`src/rtl/iter_shift_unit.sv`:
```
`default_nettype none
// ============================================================================
// Module   : iter_shift_unit
// Function : multi-cycle SLL/SRL/SRA/ROR shifter, at most STEP bits per clock
// Revision : 1.0
// ============================================================================
module iter_shift_unit #(
  parameter int WIDTH   = 32,
  parameter int SHAMT_W = $clog2(WIDTH),
  parameter int STEP    = 4
) (
  input  logic               clk,
  input  logic               rst_n,
  input  logic               start,
  input  logic [1:0]         op,
  input  logic [WIDTH-1:0]   data_in,
  input  logic [SHAMT_W-1:0] shamt,
  output logic               ready,
  output logic               busy,
  output logic               done,
  output logic [WIDTH-1:0]   result
);

  localparam logic [1:0]       c_OP_SLL = 2'b00;
  localparam logic [1:0]       c_OP_SRL = 2'b01;
  localparam logic [1:0]       c_OP_SRA = 2'b10;
  localparam logic [SHAMT_W:0] c_STEP   = STEP[SHAMT_W:0];

  typedef enum logic [1:0] {
    S_IDLE  = 2'd0,
    S_SHIFT = 2'd1,
    S_DONE  = 2'd2
  } state_t;

  state_t               r_state;
  state_t               w_state_next;
  logic [WIDTH-1:0]     r_sreg;
  logic [WIDTH-1:0]     r_result;
  logic [1:0]           r_op;
  logic [SHAMT_W-1:0]   r_rem;

  logic [SHAMT_W:0]     w_rem_ext;
  logic [SHAMT_W:0]     w_amt;
  logic [SHAMT_W-1:0]   w_rem_next;
  logic [WIDTH-1:0]     w_shifted;
  logic [2*WIDTH-1:0]   w_sll_ext;
  logic [2*WIDTH-1:0]   w_srl_ext;
  logic [2*WIDTH-1:0]   w_sra_ext;
  logic [2*WIDTH-1:0]   w_ror_ext;
  logic [STEP:0][WIDTH-1:0] w_cand;

  assign w_rem_ext  = {1'b0, r_rem};
  assign w_amt      = (w_rem_ext < c_STEP) ? w_rem_ext : c_STEP;
  // w_amt never exceeds r_rem, which is below WIDTH, so the truncation is lossless
  assign w_rem_next = r_rem - w_amt[SHAMT_W-1:0];

  // Each shift flavour is a fixed-offset window into a double-width vector
  assign w_sll_ext = {r_sreg, {WIDTH{1'b0}}};
  assign w_srl_ext = {{WIDTH{1'b0}}, r_sreg};
  assign w_sra_ext = {{WIDTH{r_sreg[WIDTH-1]}}, r_sreg};
  assign w_ror_ext = {r_sreg, r_sreg};

  generate
    for (genvar k = 0; k <= STEP; k++) begin : g_step
      assign w_cand[k] = (r_op == c_OP_SLL) ? w_sll_ext[WIDTH-k +: WIDTH] :
                         (r_op == c_OP_SRL) ? w_srl_ext[k +: WIDTH] :
                         (r_op == c_OP_SRA) ? w_sra_ext[k +: WIDTH] :
                                              w_ror_ext[k +: WIDTH];
    end
  endgenerate

  always_comb begin
    w_shifted = w_cand[0];
    for (int k = 1; k <= STEP; k++) begin
      if (w_amt == (SHAMT_W+1)'(k)) w_shifted = w_cand[k];
    end
  end

  always_ff @(posedge clk or negedge rst_n) begin
    if (!rst_n) r_state <= S_IDLE;
    else        r_state <= w_state_next;
  end

  always_comb begin
    w_state_next = r_state;
    ready        = 1'b0;
    busy         = 1'b0;
    done         = 1'b0;
    case (r_state)
      S_IDLE: begin
        ready = 1'b1;
        if (start) w_state_next = (shamt == '0) ? S_DONE : S_SHIFT;
      end
      S_SHIFT: begin
        busy = 1'b1;
        if (w_rem_next == '0) w_state_next = S_DONE;
      end
      S_DONE: begin
        busy         = 1'b1;
        done         = 1'b1;
        w_state_next = S_IDLE;
      end
      default: w_state_next = S_IDLE;
    endcase
  end

  // result only moves on the edge that enters DONE
  always_ff @(posedge clk or negedge rst_n) begin
    if (!rst_n) begin
      r_sreg   <= '0;
      r_result <= '0;
      r_op     <= '0;
      r_rem    <= '0;
    end else begin
      case (r_state)
        S_IDLE: begin
          if (start) begin
            r_sreg <= data_in;
            r_op   <= op;
            r_rem  <= shamt;
            if (shamt == '0) r_result <= data_in;
          end
        end
        S_SHIFT: begin
          r_sreg <= w_shifted;
          r_rem  <= w_rem_next;
          if (w_rem_next == '0) r_result <= w_shifted;
        end
        default: ;
      endcase
    end
  end

  assign result = r_result;

endmodule
`default_nettype wire
```
`config.mk`:
```
export PLATFORM = sky130hd
export DESIGN_NAME = iter_shift_unit
export DESIGN_NICKNAME = d
export VERILOG_FILES = /design/src/rtl/iter_shift_unit.sv
export SDC_FILE = /design/constraint.sdc
export NUM_CORES = 1
export LEC_CHECK = 0
export CORE_AREA = 2 2 136 138
export CTS_CLUSTER_DIAMETER = 80
export CTS_CLUSTER_SIZE = 12
export DETAILED_ROUTE_END_ITERATION = 8
export DIE_AREA = 0 0 138 140
export GPL_TIMING_DRIVEN = 0
export HOLD_SLACK_MARGIN = 0.08
export PLACE_DENSITY = 0.58
export SLEW_MARGIN = 15
export SYNTH_ARGS = -nofsm -noshare
export SYNTH_HDL_FRONTEND = slang
export SYNTH_SLANG_ARGS = --single-unit
```
`constraint.sdc`:
```
create_clock -name clk -period 3.3 [get_ports clk]
set_clock_uncertainty 0.05 [all_clocks]
set_input_delay 0.495 -clock clk [delete_from_list [all_inputs] [get_ports clk]]
set_output_delay 0.495 -clock clk [all_outputs]
set_load 0.02 [all_outputs]
```
==> run metrics, run 1 <==
Syn Area/Cell=9.42 um2; CP top delay family=buffers and inverters; Nets=714; Max VDD drop=576 uV; fin crit share=97.0%; asr flop ratio synth=100%; Critical Path Max Stage Delay=0.47 ns; Placeable Area=0.0178 mm2; Worst R2R Start=r_rem[1]$_DFFE_PN0P_; Clock Tree Root=clkbuf_16; antenna violations before repair=0; Synth Cell Area=0.00547 mm2; Ant. Diodes=0; I/O Pins=77; Slew @ Worst Pin=0.825 ns; FF+latch area=0.00183 mm2; clock buffer depth=2; most common library cell in the layout ignoring fill and taps=clkdlybuf4s50_1; top post-synthesis cells by area=dfrtp_1, mux2_2, mux4_2, a31oi_1, nor2_1; Leak=2.61 nW; Clock Power Share=12.2%; hpwl dp=14300 um; Sw Pwr=3.93 mW; PortBufs=76; die area=0.0193 mm2; initial detailed-routing violation count=603; status=complete, no violations; WP depth=10; CP Data Arrival Time=3.38 ns; Finish-stage setup viols=0; Global Route Usage Sum=19.9%; Layout area overhead=25.5%; Num CTS Buffers=9; CTS tree=done; Die H=140 um; Starting Density=30.8%; Cell variety after synth=56; cells after synthesis=581; largest area contributor in the netlist=dfrtp_1; Int Pwr=4.45 mW; Post-route DRC=0; first-pass GRT wire length=30600 um; Final Hold Vio Count=0; kind of critical path=flop to flop; placed cell area=0.00654 mm2; maxcap violations=0; Rel. slew slack=44.6%; CP Data Required Time=3.48 ns; CP Capture Type=flop; Filler cells=1818; r2r setup slk=0.1 ns; most frequent cells in the layout=clkdlybuf4s50_1, dfrtp_1, nor2_1; R2R Path End=result[26]$_DFFE_PN0P_; Worst Setup Slack, final=0.0979 ns; Synth warnings=0; switching share of total power=46.9%; Comb power frac=64.2%; DP Cell Count=887; Multi-input gate area=0.00334 mm2; EDFF count, synth=0; DP Worst Slack=-0.761 ns; Fmax=0.312 GHz; Reg power frac=23.6%; drt wl/cell=21.6 um; Slew Viols, Final=0; share of layout cells above drive strength 1=22.1%; CTS Sinks=73; syn nets=627; Worst Setup EP=result[26]$_DFFE_PN0P_; fin cells=902; Top FF cell, synth=dfrtp_1; # H-tree levels=3; Clk Latency, worst-skew pair=0.35 ns; top-area cell type share of the netlist area=33.4%; Worst Reg-to-Reg Cells=10; Crit Path Max Fanout=19; DRT Pass-1 Iters=5; Worst Path Buf+Inv=3; minimum clock period=3.20 ns; drt via density=5.97; std cell rows=49; Die Width=138 um; DR vias=5388; slowest stage cell, crit path=dfrtp_1; clk slew on worst S/H paths=0.06 ns; synthesized flop and latch total=73; critical-path cell list=buf_2, buf_6, nand2_1, ha_1, nor2_1, o21ai_0, o41ai_2, nand3_2, buf_4, mux2_1; CP startpoint kind=flop; Critical Path Start=r_rem[1]$_DFFE_PN0P_; worst hold path type=flop to flop; fin util=38.6%; Final ANT Viol Nets=0; vias in the first global route=5252; GRT overflow=0; pin count of the biggest net entering global routing=45; Seq/Total Area, Yosys=33.4%; pwr dens=1220 mW/mm2; Post-Route WL=19500 um; GPL Wtd Cong=0.924; Final Cell Area=0.00687 mm2
## repair_timing
item                                   CTS  global route
endpoints found under the hold margin   29             0
hold buffers                             1             0
setup endpoints to repair               32            24
setup buffers                            0             0
cloned                                   0             0
resized for setup                        3             2
pin swaps                                0             1
## per-stage QoR
stage	TNS, ns	hold WS, ns	power [mW]
2_1_floorplan	0	0.149	5.53
3_3_place_gp	-85.84	0.441	7.24
3_5_place_dp	-21.86	0.420	7.29
4_1_cts	0	0.458	8.35
5_1_grt	-0.0433	0.478	8.91
6_report	0	0.453	8.38
## worst register-to-register path, cell delays in order, from the launching register on
cell	delay (ns)
dfrtp_1	0.47
buf_2	0.32
buf_6	0.26
nand2_1	0.09
ha_1	0.24
nor2_1	0.14
o21ai_0	0.14
o41ai_2	0.42
nand3_2	0.31
buf_4	0.31
mux2_1	0.33
## flip-flops by register name (all words and copies together) (netlist names)
name / count
r_state: 2
r_op: 2
r_rem: 5
result: 32
r_sreg: 32
## worst min-delay path by stage
stage	cells after the start	end	from	slack, ns
after floorplan	0	r_op[0]$_DFFE_PN0P_	rst_n	0.15
after global placement	1	result[5]$_DFFE_PN0P_	result[5]$_DFFE_PN0P_	0.44
after global routing	1	result[26]$_DFFE_PN0P_	result[26]$_DFFE_PN0P_	0.48
after detailed placement	1	r_rem[2]$_DFFE_PN0P_	rst_n	0.42
after CTS	1	result[9]$_DFFE_PN0P_	result[9]$_DFFE_PN0P_	0.46
final	1	result[5]$_DFFE_PN0P_	result[5]$_DFFE_PN0P_	0.45
## cells by family after synthesis
kind of cell | after synthesis | synth area share (%)
other | 1 | 0.0685
flip-flops | 73 | 33.4
multiplexers | 95 | 24.2
buffers and inverters | 73 | 5.78
adder cells (fa/ha/maj) | 4 | 0.915
AND/OR/NAND/NOR | 149 | 14.0
AO/OA/AOI/OAI | 186 | 21.6
## cell usage after synthesis (2+ instances only)
| library cell | n |
|---|---|
| dfrtp_1 | 73 |
| nor2_1 | 71 |
| mux2_2 | 57 |
| a31oi_1 | 48 |
| a21oi_1 | 42 |
| clkbuf_1 | 41 |
| o21ai_0 | 30 |
| o22ai_1 | 26 |
| or3b_2 | 25 |
| mux4_2 | 24 |
| nand2_1 | 21 |
| buf_2 | 13 |
| mux2i_1 | 12 |
| inv_1 | 11 |
| nand3_1 | 9 |
| a311oi_1 | 7 |
| ha_1 | 4 |
| nor2b_1 | 4 |
| nor3b_1 | 4 |
| a2111oi_0 | 3 |
| a211oi_1 | 3 |
| a32oi_1 | 3 |
| a41oi_1 | 3 |
| buf_4 | 3 |
| o211ai_1 | 3 |
| o21a_1 | 3 |
| o31ai_1 | 3 |
| buf_6 | 2 |
| mux2_1 | 2 |
| nand2b_1 | 2 |
| nand4_1 | 2 |
| nor3_1 | 2 |
| nor4_1 | 2 |
## layout make-up
cell class | instances | share of cell area [%]
clock inverter | 2 | 0.510
buffer | 58 | 3.88
inverter | 13 | 0.711
tap | 229 | 4.17
timing repair buffer | 78 | 11.5
sequential | 73 | 26.6
multi-input combinational | 435 | 48.7
clock buffer | 14 | 3.99
## power groups by stage
stage	Combinational (mW)	Clock, mW	Sequential (mW)
3_5_place_dp	5.33	0	1.96
2_1_floorplan	3.55	0	1.97
4_1_cts	5.34	1.06	1.95
6_report	5.38	1.03	1.98
3_3_place_gp	5.28	0	1.95
5_1_grt	5.77	1.11	2.04
## layer usage
layer | part of all wire (%) | track usage [%]
met3 | 7.5 | 3.83
met5 | 0 | 0
met2 | 46 | 31.3
met1 | 44 | 27.9
met4 | 2.4 | 6.28
Power figures use the tool's default switching activity.
==> inputs of run 2 (changes only) <==
--- a/config.mk
+++ b/config.mk
@@ -5,14 +5,14 @@
 export SDC_FILE = /design/constraint.sdc
 export NUM_CORES = 1
 export LEC_CHECK = 0
-export CORE_AREA = 2 2 136 138
+export CORE_AREA = 2 2 144 132
 export CTS_CLUSTER_DIAMETER = 80
 export CTS_CLUSTER_SIZE = 12
 export DETAILED_ROUTE_END_ITERATION = 8
-export DIE_AREA = 0 0 138 140
+export DIE_AREA = 0 0 146 134
 export GPL_TIMING_DRIVEN = 0
 export HOLD_SLACK_MARGIN = 0.08
-export PLACE_DENSITY = 0.58
+export PLACE_DENSITY = 0.57
 export SLEW_MARGIN = 15
 export SYNTH_ARGS = -nofsm -noshare
 export SYNTH_HDL_FRONTEND = slang
==> run 2 against run 1 <==
Net effect: sequential power is essentially flat; final area shrank 0.33%; core utilization down 0.83 points; routed wire length grew 1.8%; worst setup slack better by 0.12 ns; maximum frequency up 3.8%; via count is 0.41% lower; register-to-register slack improved by 0.12 ns; cell count increased by 1.7%; sequential share of layout area grew 0.088 points; sequential cell count unchanged.
==> run metrics, run 2 (synthesis gave the netlist of run 1 again) <==
pin count of the biggest net entering global routing=41 (-8.9%); GPL Wtd Cong=0.951 (+3.0%); Rel. slew slack=45.5% (+0.92 points); most common library cell in the layout ignoring fill and taps=clkdlybuf4s50_1; Final ANT Viol Nets=0 (unchanged); Num CTS Buffers=9 (unchanged); CTS Sinks=73 (unchanged); Post-Route WL=19900 um (+1.8%); I/O Pins=77 (unchanged); Worst Setup Slack, final=0.216 ns (+0.118 ns); Max VDD drop=571 uV (-0.85%); std cell rows=47 (-4.1%); antenna violations before repair=0 (unchanged); Slew @ Worst Pin=0.811 ns (-0.0138 ns); die area=0.0196 mm2 (+1.3%); Clk Latency, worst-skew pair=0.35 ns (about the same); hpwl dp=14600 um (+2.5%); CP Data Required Time=3.48 ns (about the same); r2r setup slk=0.22 ns (+0.12 ns); RSZ-0062 raised after global routing=false; drt via density=5.85 (-2.0%); PortBufs=76 (unchanged); Hold Path Cell Cnt=1 (unchanged); kind of critical path=flop to flop; status=complete, no violations; initial detailed-routing violation count=704 (+17%); postcts setup bufs=0 (unchanged); worst hold path type=flop to flop; Nets=714 (unchanged); Filler cells=1876 (+3.2%); first-pass GRT wire length=31500 um (+2.7%); share of layout cells above drive strength 1=22.0% (-0.12 points); Worst R2R Start=r_rem[1]$_DFFE_PN0P_; CTS tree=done; # H-tree levels=3 (unchanged); minimum clock period=3.08 ns (-0.118 ns); Finish-stage setup viols=0 (unchanged); Ant. Diodes=0 (unchanged); CP startpoint kind=flop; CP Capture Type=flop; Hold Path End=result[10]$_DFFE_PN0P_; Fmax=0.324 GHz (+3.8%); Layout area overhead=25.1%; Die Width=146 um (+5.8%); CP Data Arrival Time=3.26 ns (-0.12 ns); Post-route DRC=0 (unchanged); fin crit share=93.5% (-3.6 points); Crit Path Max Fanout=19 (unchanged); DP Worst Slack=-0.806 ns (-0.0453 ns); DR vias=5366 (-0.41%); placed cell area=0.00656 mm2 (+0.31%); Placeable Area=0.0181 mm2 (+1.9%); Clock Tree Root=clkbuf_16; Starting Density=30.2% (-0.57 points); vias in the first global route=5621 (+7.0%); GRT overflow=0 (unchanged); Worst Reg-to-Reg Cells=10 (unchanged); clock buffer depth=2 (unchanged); pwr dens=1210 mW/mm2 (-0.58%); Leak=2.59 nW (-0.90%); DRT Pass-1 Iters=6 (+1); Global Route Usage Sum=20.4% (+0.50 points); clk slew on worst S/H paths=0.06 ns (about the same); Final Cell Area=0.00684 mm2 (-0.33%); drt wl/cell=21.7 um (+0.14%); Die H=134 um (-4.3%); maxcap violations=0 (unchanged); R2R Path End=result[26]$_DFFE_PN0P_; Final Hold Vio Count=0 (unchanged); Slew Viols, Final=0 (unchanged); most frequent cells in the layout=clkdlybuf4s50_1, dfrtp_1, nor2_1; hold_sp=result[10]$_DFFE_PN0P_
==> run 2: worst max-delay path, stage by stage (launching register included) <==
cell and delay, ns:
dfrtp_1 0.47, clkbuf_4 0.29, buf_6 0.24, nand2_1 0.08
ha_1 0.25, nor2_1 0.13, o21ai_0 0.16, o41ai_2 0.39
nand3_2 0.27, buf_4 0.28, mux2_1 0.33
==> run 2: worst max path at each step <==
stage,from,endpoint,cells after the start
4_1_cts,r_rem[1]$_DFFE_PN0P_,result[27]$_DFFE_PN0P_,9
6_report,r_rem[1]$_DFFE_PN0P_,result[26]$_DFFE_PN0P_,10
5_1_grt,r_rem[1]$_DFFE_PN0P_,result[26]$_DFFE_PN0P_,10
2_1_floorplan,r_rem[1]$_DFFE_PN0P_,result[25]$_DFFE_PN0P_,10
3_3_place_gp,rst_n,r_sreg[9]$_DFFE_PN0P_,1
3_5_place_dp,r_rem[1]$_DFFE_PN0P_,result[27]$_DFFE_PN0P_,10
==> run 2: per-stage QoR <==
stage | setup TNS (ns) | instances | utilization (%) | hold WS (ns) | power, mW
floorplan | 0 | 581 | - | 0.149 | 5.53
global placement | -86.96 | 902 | 36.1 | 0.425 | 7.21
detailed placement | -22.83 | 903 | 36.2 | 0.439 | 7.31
CTS | 0 | 917 | 37.7 | 0.455 | 8.25
global route | 0 | 917 | 37.8 | 0.476 | 8.84
finish | 0 | 917 | 37.8 | 0.451 | 8.31
==> run 2: area by class of cell <==
class	instances	area, um2	area share, %
Multi-Input combinational cell	435	3340	48.8
Tap cell	245	307	4.48
Timing Repair Buffer	78	788	11.5
Buffer	58	269	3.93
Sequential cell	73	1830	26.7
Inverter	13	48.8	0.713
Clock inverter	3	17.5	0.256
Clock buffer	12	246	3.60
==> run 2: per-layer routing <==
metal,track usage (%),wire [um]
met4,8.52,527
met5,0,0
met1,28.2,9110
met3,4.49,1420
met2,31.1,8800
==> run 2: power by group <==
| part | internal (mW) | total, mW | switching [mW] |
|---|---|---|---|
| clock | 0.522 | 0.898 | 0.376 |
| sequential | 1.37 | 1.99 | 0.624 |
| combinational | 2.44 | 5.42 | 2.98 |
==> run 2: timing repair <==
item | in CTS | in global routing
cloned | 0 | 0
setup endpoints to repair | 33 | 26
hold buffers | 1 | 0
gates resized for setup | 3 | 3
pin swaps | 0 | 1
hold endpoints to repair | 22 | 0
==> inputs of run 3 (changes only) <==
--- a/config.mk
+++ b/config.mk
@@ -12,7 +12,7 @@
 export DIE_AREA = 0 0 146 134
 export GPL_TIMING_DRIVEN = 0
 export HOLD_SLACK_MARGIN = 0.08
-export PLACE_DENSITY = 0.57
+export PLACE_DENSITY = 0.47
 export SLEW_MARGIN = 15
 export SYNTH_ARGS = -nofsm -noshare
 export SYNTH_HDL_FRONTEND = slang
==> run 3 against run 2 <==
Net effect: clock power grew 11%; cell count grew 0.11%; sequential power is essentially flat; global-route usage grew 0.54 points; critical path type unchanged; final area grew 0.48%.
==> run metrics, run 3 (synthesis gave the netlist of run 1 again) <==
status=complete, no violations; die area=0.0196 mm2 (unchanged); antenna violations before repair=0 (unchanged); pwr dens=1220 mW/mm2 (+0.87%); Filler cells=1892 (+0.85%); Num CTS Buffers=9 (unchanged); # H-tree levels=3 (unchanged); DR vias=5307 (-1.1%); Multi-input gate area=0.00334 mm2 (unchanged); GPL Wtd Cong=0.888 (-6.7%); fin crit share=95.6% (+2.1 points); Starting Density=30.2% (unchanged); Post-route DRC=0 (unchanged); hold_sp=result[16]$_DFFE_PN0P_; I/O Pins=77 (unchanged); worst hold path type=flop to flop; Hold Path End=result[16]$_DFFE_PN0P_; initial detailed-routing violation count=626 (-11%); Slew @ Worst Pin=0.782 ns (-0.0295 ns); Final ANT Viol Nets=0 (unchanged); Worst R2R Start=r_rem[1]$_DFFE_PN0P_; clk slew on worst S/H paths=0.06 ns (about the same); Clock Tree Root=clkbuf_16; Leak=2.60 nW (+0.41%); drt via density=5.78 (-1.2%); Fmax=0.317 GHz (-2.2%); CTS Sinks=73 (unchanged); most common library cell in the layout ignoring fill and taps=clkdlybuf4s50_1; hold_ws=0.452 ns (+0.000267 ns); Rel. slew slack=47.5% (+2.0 points); hpwl dp=14900 um (+1.6%); std cell rows=47 (unchanged); most frequent cells in the layout=clkdlybuf4s50_1, dfrtp_1, nor2_1; CTS tree=done; Hold Path Cell Cnt=1 (unchanged); CP startpoint kind=flop; CP Data Arrival Time=3.34 ns (+0.08 ns); PortBufs=76 (unchanged); Placeable Area=0.0181 mm2 (unchanged); vias in the first global route=5262 (-6.4%); Worst Reg-to-Reg Cells=10 (unchanged); CP Data Required Time=3.48 ns (about the same); kind of critical path=flop to flop; drt wl/cell=22.1 um (+1.9%); Finish-stage setup viols=0 (unchanged); DRT Pass-1 Iters=6 (unchanged); FF+latch area=0.00183 mm2 (unchanged); DP Worst Slack=-0.892 ns (-0.0863 ns); setup total negative slack=0 ns (unchanged); Slew Viols, Final=0 (unchanged); RSZ-0062 raised after global routing=false; Die Width=146 um (unchanged); first-pass GRT wire length=32000 um (+1.7%); Layout area overhead=25.7%; Die H=134 um (unchanged); Max VDD drop=444 uV (-22%); Crit Path Max Fanout=19 (unchanged); Final Hold Vio Count=0 (unchanged); Nets=714 (unchanged); R2R Path End=result[26]$_DFFE_PN0P_; r2r setup slk=0.15 ns (-0.07 ns); maxcap violations=0 (unchanged); share of layout cells above drive strength 1=22.3% (+0.26 points); pin count of the biggest net entering global routing=41 (unchanged); CP Capture Type=flop; Worst Setup Slack, final=0.147 ns (-0.0690 ns); GRT overflow=0 (unchanged); Ant. Diodes=0 (unchanged); Post-Route WL=20300 um (+2.0%); minimum clock period=3.15 ns (+0.0690 ns); Tot Pwr=8.42 mW (+1.3%); Global Route Usage Sum=21.0% (+0.54 points); Clk Latency, worst-skew pair=0.35 ns (about the same); clock buffer depth=2 (unchanged)
## run 3: cell count changes in the layout (fill, tap and decap cells not counted), sizes merged
cell      change
clkbuf        -2
bufinv        +1
clkinvlp      +1
inv           +1
## run 3: layout make-up
cell class | instances | share of cell area, %
Clock inverter | 6 | 0.983
Sequential cell | 73 | 26.6
Buffer | 58 | 3.91
Tap cell | 245 | 4.46
Timing Repair Buffer | 78 | 11.5
Clock buffer | 10 | 3.33
Multi-Input combinational cell | 435 | 48.6
Inverter | 13 | 0.710
## run 3: how the worst max path moves through the flow
| stage | from | to | cells after the start |
|---|---|---|---|
| after global routing | r_rem[1]$_DFFE_PN0P_ | result[26]$_DFFE_PN0P_ | 10 |
| after detailed placement | r_rem[1]$_DFFE_PN0P_ | result[27]$_DFFE_PN0P_ | 10 |
| final | r_rem[1]$_DFFE_PN0P_ | result[26]$_DFFE_PN0P_ | 10 |
| after CTS | r_rem[1]$_DFFE_PN0P_ | result[31]$_DFFE_PN0P_ | 9 |
| after floorplan | r_rem[1]$_DFFE_PN0P_ | result[25]$_DFFE_PN0P_ | 10 |
| after global placement | rst_n | r_sreg[8]$_DFFE_PN0P_ | 1 |
## run 3: what timing repair did
action / in CTS / in global routing
setup endpoints to repair: 34 / 24
endpoints found under the hold margin: 25 / 0
gates resized for setup: 3 / 3
pin swaps: 0 / 1
hold buffers: 1 / 0
buffers inserted: 0 / 0
## run 3: power breakdown
part | switching, mW | leakage, nW | internal (mW)
clock network | 0.412 | 0.139 | 0.588
registers | 0.624 | 0.868 | 1.37
logic | 2.99 | 1.59 | 2.44
## run 3: through the flow
step / cell area [um2] / cells / util, %
floorplan: 5470 / 581 / -
global placement: 6540 / 902 / 36.1
detailed placement: 6560 / 903 / 36.2
CTS: 6870 / 918 / 37.9
global route: 6880 / 918 / 38.0
finish: 6880 / 918 / 38.0
## run 3: critical path, cell delays in order, from the launching register on
cell	delay, ns
dfrtp_1	0.47
clkbuf_4	0.30
buf_6	0.24
nand2_1	0.09
ha_1	0.25
nor2_1	0.14
o21ai_0	0.15
o41ai_2	0.41
nand3_2	0.30
buf_4	0.30
mux2_1	0.33
## run 3: per-layer routing
| metal | track usage (%) | wire [um] |
|---|---|---|
| met5 | 0 | 0 |
| met4 | 5.72 | 239 |
| met3 | 3.33 | 1300 |
| met2 | 31.8 | 9060 |
| met1 | 31.1 | 9670 |
